**src/rtl/seg7_scan_driver.sv**
```systemverilog
// rtl/seg7_scan_driver.sv - multiplexed 7-segment driver with serial binary-to-BCD conversion.
// Defining SEG7_HEX_EN adds a hex input that loads raw nibbles and enables the A..F glyphs.
module seg7_scan_driver #(
    parameter int DIGITS        = 8,
    parameter int DATA_W        = 24,
    parameter int REFRESH_TICKS = 250000,
    parameter int LZB           = 1
) (
    input  logic              clock,
    input  logic              reset,
    input  logic              load,
    input  logic [DATA_W-1:0] value,
`ifdef SEG7_HEX_EN
    input  logic              hex,
`endif
    input  logic              blank,
    output logic              busy,
    output logic              overflow,
    output logic [DIGITS-1:0] an,
    output logic [6:0]        seg
);

    // The accumulator holds every decimal digit DATA_W bits can produce, and at least DIGITS.
    localparam int ACC_N  = (DATA_W / 3 + 1 > DIGITS) ? DATA_W / 3 + 1 : DIGITS;
    localparam int ACC_W  = 4 * ACC_N;
    localparam int BUF_W  = 4 * DIGITS;
    localparam int CNT_W  = $clog2(DATA_W + 1);
    localparam int TICK_W = $clog2(REFRESH_TICKS + 1);
    localparam int IDX_W  = $clog2(DIGITS + 1);

`ifdef SEG7_HEX_EN
    localparam int HEX_W = (DATA_W > BUF_W) ? DATA_W : BUF_W;
    typedef enum logic [1:0] {IDLE, SHIFT, HEX_COPY} state_t;
`else
    typedef enum logic [0:0] {IDLE, SHIFT} state_t;
`endif

    state_t              state, state_next;
    logic [DATA_W-1:0]   shreg, pend_value, start_value;
    logic                pend_valid;
    logic [ACC_W-1:0]    acc, acc_adj, acc_shift;
    logic [CNT_W-1:0]    bit_cnt;
    logic [BUF_W-1:0]    disp_buf;
    logic                last_shift, start, finish_dec, pend_set;
`ifdef SEG7_HEX_EN
    logic                pend_hex, start_hex, finish_hex;
    logic [HEX_W-1:0]    hex_ext;
    assign hex_ext = HEX_W'(shreg);
`endif

    always_comb begin
        acc_adj = '0;
        for (int i = 0; i < ACC_N; i++) begin
            acc_adj[4*i +: 4] = (acc[4*i +: 4] >= 4'd5) ? acc[4*i +: 4] + 4'd3 : acc[4*i +: 4];
        end
        acc_shift = {acc_adj[ACC_W-2:0], shreg[DATA_W-1]};
    end

    assign last_shift = (bit_cnt == CNT_W'(DATA_W - 1));
    assign busy       = (state != IDLE);

    // A load arriving in the completion cycle takes precedence over the pending one.
    always_comb begin
        state_next  = state;
        start       = 1'b0;
        finish_dec  = 1'b0;
        pend_set    = 1'b0;
        start_value = load ? value : pend_value;
`ifdef SEG7_HEX_EN
        finish_hex  = 1'b0;
        start_hex   = load ? hex : pend_hex;
`endif
        case (state)
            IDLE: start = load;
            SHIFT: begin
                if (last_shift) begin
                    finish_dec = 1'b1;
                    start      = load | pend_valid;
                end else begin
                    pend_set = load;
                end
            end
`ifdef SEG7_HEX_EN
            HEX_COPY: begin
                finish_hex = 1'b1;
                start      = load | pend_valid;
            end
`endif
            default: ;
        endcase
`ifdef SEG7_HEX_EN
        if (start)
            state_next = start_hex ? HEX_COPY : SHIFT;
        else if (finish_dec || finish_hex)
            state_next = IDLE;
`else
        if (start)
            state_next = SHIFT;
        else if (finish_dec)
            state_next = IDLE;
`endif
    end

    always_ff @(posedge clock or posedge reset) begin
        if (reset) state <= IDLE;
        else       state <= state_next;
    end

    always_ff @(posedge clock or posedge reset) begin
        if (reset) begin
            shreg      <= '0;
            acc        <= '0;
            bit_cnt    <= '0;
            pend_valid <= 1'b0;
            pend_value <= '0;
            disp_buf   <= '0;
            overflow   <= 1'b0;
`ifdef SEG7_HEX_EN
            pend_hex   <= 1'b0;
`endif
        end else begin
            if (start) begin
                shreg   <= start_value;
                acc     <= '0;
                bit_cnt <= '0;
            end else if (state == SHIFT) begin
                shreg   <= shreg << 1;
                acc     <= acc_shift;
                bit_cnt <= bit_cnt + CNT_W'(1);
            end
            if (pend_set) begin
                pend_valid <= 1'b1;
                pend_value <= value;
`ifdef SEG7_HEX_EN
                pend_hex   <= hex;
`endif
            end else if (start) begin
                pend_valid <= 1'b0;
            end
            if (finish_dec) begin
                disp_buf <= acc_shift[BUF_W-1:0];
                overflow <= |(acc_shift >> BUF_W);
            end
`ifdef SEG7_HEX_EN
            if (finish_hex) begin
                disp_buf <= hex_ext[BUF_W-1:0];
                overflow <= |(hex_ext >> BUF_W);
            end
`endif
        end
    end

    logic [TICK_W-1:0] tick_cnt;
    logic [IDX_W-1:0]  scan_idx;
    logic [BUF_W-1:0]  upper;
    logic              lit;
    logic [6:0]        glyph;

    // upper holds the scanned nibble and every more significant one, which drives blanking.
    always_comb begin
        upper = disp_buf >> {scan_idx, 2'b00};
        lit   = !blank && (scan_idx == '0 || LZB == 0 || overflow || (|upper));
        glyph = 7'h7F;
        if (overflow) begin
            glyph = 7'h3F;
        end else begin
            case (upper[3:0])
                4'h0: glyph = 7'h40;
                4'h1: glyph = 7'h79;
                4'h2: glyph = 7'h24;
                4'h3: glyph = 7'h30;
                4'h4: glyph = 7'h19;
                4'h5: glyph = 7'h12;
                4'h6: glyph = 7'h02;
                4'h7: glyph = 7'h78;
                4'h8: glyph = 7'h00;
                4'h9: glyph = 7'h10;
`ifdef SEG7_HEX_EN
                4'hA: glyph = 7'h08;
                4'hB: glyph = 7'h03;
                4'hC: glyph = 7'h46;
                4'hD: glyph = 7'h21;
                4'hE: glyph = 7'h06;
                4'hF: glyph = 7'h0E;
`endif
                default: glyph = 7'h7F;
            endcase
        end
    end

    always_ff @(posedge clock or posedge reset) begin
        if (reset) begin
            tick_cnt <= '0;
            scan_idx <= '0;
            an       <= '1;
            seg      <= 7'h7F;
        end else begin
            if (tick_cnt == TICK_W'(REFRESH_TICKS - 1)) begin
                tick_cnt <= '0;
                scan_idx <= (scan_idx == IDX_W'(DIGITS - 1)) ? '0 : scan_idx + IDX_W'(1);
            end else begin
                tick_cnt <= tick_cnt + TICK_W'(1);
            end
            an  <= lit ? ~(DIGITS'(1) << scan_idx) : '1;
            seg <= lit ? glyph : 7'h7F;
        end
    end

endmodule

```
**config.mk**
```make
export PLATFORM = sky130hd
export DESIGN_NAME = seg7_scan_driver
export DESIGN_NICKNAME = d
export VERILOG_FILES = /design/src/rtl/seg7_scan_driver.sv
export SDC_FILE = /design/constraint.sdc
export NUM_CORES = 1
export LEC_CHECK = 0
export BUFFER_PORTS_ARGS = -buffer_cell sky130_fd_sc_hd__buf_4
export CORE_MARGIN = 10
export CORE_UTILIZATION = 50
export DETAILED_ROUTE_END_ITERATION = 12
export GPL_TIMING_DRIVEN = 0
export PLACE_DENSITY_LB_ADDON = 0.05
export SYNTH_ARGS = -nofsm -noshare
export SYNTH_HDL_FRONTEND = slang
export SYNTH_SLANG_ARGS = --single-unit
```
**constraint.sdc**
```tcl
create_clock -name clock -period 11.5 [get_ports clock]
set_clock_uncertainty 0.1 [all_clocks]
set_input_delay 0 -clock clock [delete_from_list [all_inputs] [get_ports clock]]
set_output_delay 0 -clock clock [all_outputs]
set_load 0.05 [all_outputs]
```
==> summary.txt, run 1 <==
Status
  • Status: finished clean

Routing
  • DRT iter0 DRCs: approximately 480
  • Drt drc: 0
  • Detailed Routing Iterations Pass 1: 5
  • Wire length per cell: 17.06 um
  • Vias per std cell: about 5.7
  • Vias post-DR: 6,394
  • Antenna Nets Post-Route: 0
  • Total Routed Length: about 19,000 um

Clock tree
  • Clock Latency Late Sink: about 0.43 ns
  • CTS Root Cell: clkbuf_16
  • Clock-pin transition on the worst setup and hold timing paths: roughly 0.07 ns
  • CTS Buf Count: 17
  • Sink Count: around 160
  • Clock Tree Buf Depth: 2
  • CTS tree: done
  • CTS H-Tree Depth: 4
  • Setup Buffers After CTS: 0

Global route
  • Largest net degree at the start of global routing: ~130
  • First-pass GRT wire length: about 33,000 um
  • GRT overflow: 0
  • Initial antenna violation count: 0
  • GRT Util Overall: 18.17%
  • Vias in the first global route: around 6,600

Floorplanning
  • Row count: between 40 and 50
  • # IOs: between 40 and 50
  • Core box area: between 15,000 and 20,000 um2
  • Starting Density: between 50% and 60%
  • Die area: around 22,000 um2
  • Die height: around 150 um
  • Die width: 148.3 um

Hold path
  • Hold Path Sink: pend_value[5]
  • Hold Startpoint: value[5]
  • Min-delay worst type: primary input to register
  • Hold depth: 3

Worst setup path
  • Worst EP required: 11.77 ns
  • Element type at the critical path end: register
  • R2r worst-path depth: 8
  • Worst setup SP type: register
  • R2r setup slk: between 8 and 9 ns
  • Setup CP Type: register to register
  • Worst Path Arrival: between 3 and 4 ns
  • Critical R2R Launch: scan_idx[0]
  • Worst-path fanout max: 10
  • Reg2reg end: seg[2]

Synthesis
  • Cells after Synth: 802
  • Most used flip-flop cell after synthesis: dfrtp_1
  • Post-synth EDFFs: 0
  • Seq cells post-synth: roughly 160
  • Post-synth ARST share: between 90% and 100%
  • Avg Cell Area, Syn: 10.27 um2
  • Synthesized area: 8234 um2
  • Net Count, Synth: 861
  • YS warnings: 0
  • Post-synthesis cell type count: 65
  • Sequential share of the synthesized area: roughly 50%

Timing
  • Setup violators final: 0
  • Slew headroom: 45.49%
  • Period Utilization, post-route: approximately 28%
  • Fin. max-slew vios: 0
  • Min cycle time layout: ~3.3 ns
  • Highest Clock Rate: 0.3060 GHz
  • Setup Total Neg Slack: 0 ns
  • Hold violation count in the final report: 0
  • Worst-Margin Slew: 0.8113 ns
  • Unrepaired setup endpoints after global routing: false

Finish
  • Nets@finish: 953
  • Commonest non-fill, non-tap cell in the layout: dfrtp_1
  • Most frequent cells in the layout: 146 x dfrtp_1, 105 x nand2_1, 71 x o21ai_0
  • # fillers: between 1,000 and 1,500
  • Layout cells sized above 1: 16.21%
  • Area Growth Syn to Fin: 18.75%
  • Final Instance Area: 9778 um2
  • Antenna Cells: 0

Power
  • Switch share: about 37%
  • Logic pwr share: between 30% and 40%
  • Int Pwr: 1505 uW
  • Clock power share: between 20% and 30%
  • Psw: between 800 and 900 uW
  • Pwr Density: ~250 nW/um2
  • Register share of total power: 38.6%
  • Maximum vdd drop: roughly 0.14 mV
  • Leakage power total: 0.004258 uW

Placement
  • DP Area: between 8000 and 9000 um2
  • GPL Wtd Cong: around 0.90
  • Port Buffers: 44
  • Post-DP HPWL: around 14,000 um

Job
  • Max-cap viol count: 0
[cell families (layout without fill, tap and decap cells)]
group                      Yosys count  after routing  synth area share [%]
buffers and inverters               70            175                 3.434
and+or+nand+nor                    244            244                 14.39
xor gates and xnor gates            26             26                 2.766
DFF                                161            161                 49.16
adders and majority gates           31             31                 4.711
AOI/OAI and AO/OA                  201            201                 15.80
muxes                               69             69                 9.740
[repair_timing]
action                                 4_1_cts  5_1_grt
hold buffers                                28        0
gates resized for setup                      0        0
endpoints found under the hold margin      226        0
[stage by stage]
stage                     setup slack [ns]  instances  hold slack, ns  util (%)  power, uW
after global placement               5.321       1062          0.1442     55.22       1737
after CTS                            8.252       1123          0.2273     61.11       2410
after global routing                 8.023       1123          0.2441     61.11       2573
final                                8.232       1123          0.2465     61.11       2397
after detailed placement             8.255       1063         -0.1213     55.43       1794
after floorplan                      7.077        802         0.03133         -       1546
[metal layers]
metal	track usage, %	routed length (um)	up-vias
met4	6.046	276	0
met1	25.14	9249	3188
met3	4.217	848	23
met2	27.47	8787	133
met5	0	0	-
li1	-	-	3050
[worst max-delay path by stage]
stage                start      end  slack (ns)  cells past startpoint
2_1_floorplan        reset   acc[0]        7.08                      1
3_3_place_gp         reset  acc[27]        5.32                      2
3_5_place_dp   scan_idx[0]   seg[2]        8.26                      8
4_1_cts        scan_idx[0]   seg[2]        8.25                      8
5_1_grt        scan_idx[0]   seg[2]        8.02                      8
6_report       scan_idx[0]   seg[2]        8.23                      8
[power by group through the flow]
stage	combinational [uW]	clock (uW)	sequential, uW
5_1_grt	983	639	951
3_5_place_dp	866	0	928
4_1_cts	878	612	920
6_report	873	600	924
2_1_floorplan	617	0	930
3_3_place_gp	820	0	917
[cell type report]
class	instances	area (um2)	share of cell area [%]
Clock buffer	19	452.9	4.632
Buffer	43	181.4	1.855
Inverter	27	108.9	1.113
Multi-Input combinational cell	571	3904	39.92
Timing Repair Buffer	73	638.1	6.526
Tap cell	216	270.3	2.764
Sequential cell	161	4048	41.39
Clock inverter	13	175.2	1.791
[worst max-delay path, stage by stage (launching register included)]
cell	delay, ns
dfrtp_1	0.46
buf_6	0.19
buf_6	0.15
mux4_2	0.52
a22oi_1	0.50
ha_1	0.28
nand4b_1	0.18
o41ai_4	0.61
or4_1	0.21
[flip-flops by register name (all words and copies together) (netlist names)]
name,cells
disp_buf,32
pend_value,24
acc,36
bit_cnt,5
tick_cnt,18
scan_idx,4
busy,1
overflow,1
shreg,24
an,8
seg,7
pend_valid,1
[synthesized netlist by cell type, types with 2 or more instances]
cell	number	area share (%)
mux2_2	34	4.6
or3b_1	3	0.32
o31ai_1	31	2.8
inv_1	27	1.2
buf_1	6	0.27
nor2b_1	2	0.15
o21ai_0	71	4.3
a21oi_1	56	3.4
and4_1	2	0.21
nor3_1	6	0.36
a21o_1	2	0.18
a32o_1	8	0.97
nor2_1	50	2.3
mux4_2	4	1.1
xor2_1	13	1.4
nand2_1	105	4.8
xnor2_1	13	1.4
clkbuf_1	31	1.4
dfrtp_1	146	44
ha_1	31	4.7
nor3b_1	15	1.4
buf_2	4	0.24
a2111o_1	2	0.27
nand3_1	9	0.55
a221o_1	9	1.1
nand3b_1	2	0.18
buf_6	2	0.27
nor4b_1	2	0.21
mux2_1	2	0.27
o21bai_1	2	0.18
or4_1	6	0.55
nor4_1	8	0.61
nand2b_1	14	1.1
dfstp_2	15	4.8
or3_1	5	0.38
a31oi_1	2	0.15
nand4_1	7	0.53
mux2i_1	28	3.4
Power figures use the tool's default switching activity.
==> inputs of run 2 (changes only) <==
Clock period 11.5 ns to 2.7 ns, I/O delays scaled along.
==> run 2 against run 1 <==
  * Maximum frequency increased by 23%
  * Largest power group unchanged
  * Highest routed layer unchanged
  * Non-clock buffer count increased by 15
  * Clock-buffer cell count increased by 3
  * Via count increased by 2.4%
==> summary.txt, run 2 (same netlist as run 1, synthesis figures left out) <==
Status
  • Status: finished clean

Worst setup path
  • Worst setup startpoint: scan_idx[1]
  • Worst Path Arrival: 2.92 ns (-0.61 ns)
  • Setup CP Type: register to register
  • Worst-path fanout max: 10 (unchanged)
  • Worst EP required: 2.96 ns (-8.81 ns)
  • Worst setup SP type: register
  • Critical R2R Launch: scan_idx[1]
  • Element type at the critical path end: register

Finish
  • Largest reg by FF count: acc
  • Layout cells sized above 1: 19.65% (+3.4 points)
  • # fillers: 1,324 (-4.2%)
  • Util after Layout: 62.57% (+1.5 points)
  • Final cell count without fillers: 1,137 (+1.2%)
  • Commonest non-fill, non-tap cell in the layout: dfrtp_1
  • Most frequent cells in the layout: 143 x dfrtp_1, 105 x nand2_1, 70 x o21ai_0
  • Nets@finish: 968 (+1.6%)
  • Area Growth Syn to Fin: 21.59%
  • Number of flip-flops in the largest register: 36 (unchanged)
  • Antenna Cells: 0 (unchanged)
  • Biggest regs: acc x36, disp_buf x32

Routing
  • Vias post-DR: 6,546 (+2.4%)
  • Wire length per cell: 17.04 um (-0.15%)
  • Drt drc: 0 (unchanged)
  • Total Routed Length: 19,370 um (+1.1%)
  • Vias per std cell: 5.757 (+1.1%)
  • Antenna Nets Post-Route: 0 (unchanged)
  • Detailed Routing Iterations Pass 1: 5 (unchanged)
  • DRT iter0 DRCs: 473 (-0.42%)

Placement
  • Port Buffers: 44 (unchanged)
  • Post-DP HPWL: 14,030 um (+1.5%)
  • GPL Wtd Cong: 0.9060 (+0.99%)
  • Dpl cells: 1,066 (+0.28%)

Clock tree
  • Clock-pin transition on the worst setup and hold timing paths: 0.06 ns (about the same)
  • CTS Buf Count: 17 (unchanged)
  • Sink Count: 161 (unchanged)
  • CTS H-Tree Depth: 4 (unchanged)
  • CTS Root Cell: clkbuf_16
  • CTS tree: done
  • Clock Tree Buf Depth: 2 (unchanged)
  • Clock Latency Late Sink: 0.43 ns (about the same)

Power
  • Clock power share: 23.9% (-1.1 points)
  • Leakage power total: 0.004370 uW (+2.6%)
  • Register share of total power: 38.5% (about the same)
  • Logic pwr share: 37.6% (+1.2 points)
  • Pwr Density: 1024 nW/um2 (+320%)
  • Switch share: 36.97% (-0.26 points)
  • Maximum vdd drop: 0.5990 mV (+330%)
  • Int Pwr: 6462 uW (+330%)
  • Psw: 3790 uW (+320%)

Timing
  • Fin. max-slew vios: 0 (unchanged)
  • Min cycle time layout: 2.662 ns (-0.6058 ns)
  • Slew headroom: 41.79% (-3.7 points)
  • Worst-Margin Slew: 0.8665 ns (+0.05518 ns)
  • Setup violators final: 0 (unchanged)
  • Period Utilization, post-route: 98.59% (+70 points)
  • Unrepaired setup endpoints after global routing: true
  • Hold violation count in the final report: 0 (unchanged)
  • Highest Clock Rate: 0.3757 GHz (+23%)
  • Hold Slack: 0.1204 ns (-0.1261 ns)

Floorplanning
  • Starting Density: 51.46% (unchanged)
  • Die height: 148.3 um (unchanged)
  • Core box area: 16,000 um2 (unchanged)
  • # IOs: 45 (unchanged)
  • Die area: 22,000 um2 (unchanged)
  • Die width: 148.3 um (unchanged)
  • Row count: 46 (unchanged)

Hold path
  • Min-delay worst type: primary input to asynchronous set/reset pin

Global route
  • GRT Util Overall: 18.37% (+0.20 points)
  • First-pass GRT wire length: 32,930 um (+0.89%)
  • Largest net degree at the start of global routing: 44 (-65%)
  • Initial antenna violation count: 0 (unchanged)
  • Vias in the first global route: 6,600 (+0.76%)
  • GRT overflow: 0 (unchanged)

Job
  • Max-cap viol count: 0 (unchanged)
[run 2: timing repair]
action                                 CTS  global route
buffers inserted                         4             8
endpoints found under the hold margin  100             0
gates cloned                             1             0
gates resized for setup                 15            24
pin swaps                                2             7
hold buffers                            27             0
setup endpoints to repair               40            42
[run 2: path summary, 6_finish.rpt]
| check | to | slack [ns] | cells past startpoint |
|---|---|---|---|
| worst max-delay path | seg[0] | 0.04 | 6 |
| worst min-delay path | tick_cnt[10] | 0.12 | 3 |
| worst max register to register | seg[0] | 0.04 | 6 |
| worst min register to register | tick_cnt[0] | 0.38 | 1 |
| max in group asynchronous | shreg[19] | 1.30 | 6 |
| min in group clock | pend_value[3] | 0.24 | 3 |
[run 2: stage by stage]
| stage | total power (uW) | setup WS [ns] | area [um2] | setup TNS (ns) |
|---|---|---|---|---|
| final | 10250 | 0.03811 | 10010 | 0 |
| after detailed placement | 7648 | -0.4239 | 8924 | -5.336 |
| after floorplan | 6590 | 0.1051 | 8243 | 0 |
| after global routing | 10970 | -0.02509 | 10010 | -0.1337 |
| after global placement | 7409 | -0.3853 | 8843 | -58.48 |
| after CTS | 10230 | 0.008246 | 9882 | 0 |
[run 2: power by group through the flow]
stage / registers (uW) / clock network [uW] / logic [uW]
after detailed placement: 3940 / 0 / 3700
after global placement: 3910 / 0 / 3500
after CTS: 3920 / 2500 / 3810
after global routing: 4050 / 2600 / 4330
after floorplan: 3960 / 0 / 2630
final: 3950 / 2460 / 3850
[run 2: area by class of cell]
type	instances	area, um2	share of cell area, %
clock inverters	9	131.4	1.312
flip-flops and latches	161	4051	40.46
inverters	27	105.1	1.050
clock buffers	22	464.2	4.636
repair buffers	88	782.0	7.811
well taps	216	270.3	2.699
multi-input cells	571	3991	39.87
plain buffers	43	216.5	2.162
[run 2: layer usage]
layer  up-vias  share of wire (%)  track usage, %
met2       173                 47           28.61
met1      3261                 47           24.79
met5         -                  0               0
met4         0                1.3           6.541
met3        29                4.6           3.853
li1       3083                  -               -
[run 2: worst max-delay path: stages, from the launching register on]
cell      delay (ns)
dfrtp_2         0.46
buf_2           0.29
mux2_1          0.39
a311oi_2        0.33
buf_2           0.27
mux2_1          0.34
a2111o_1        0.42
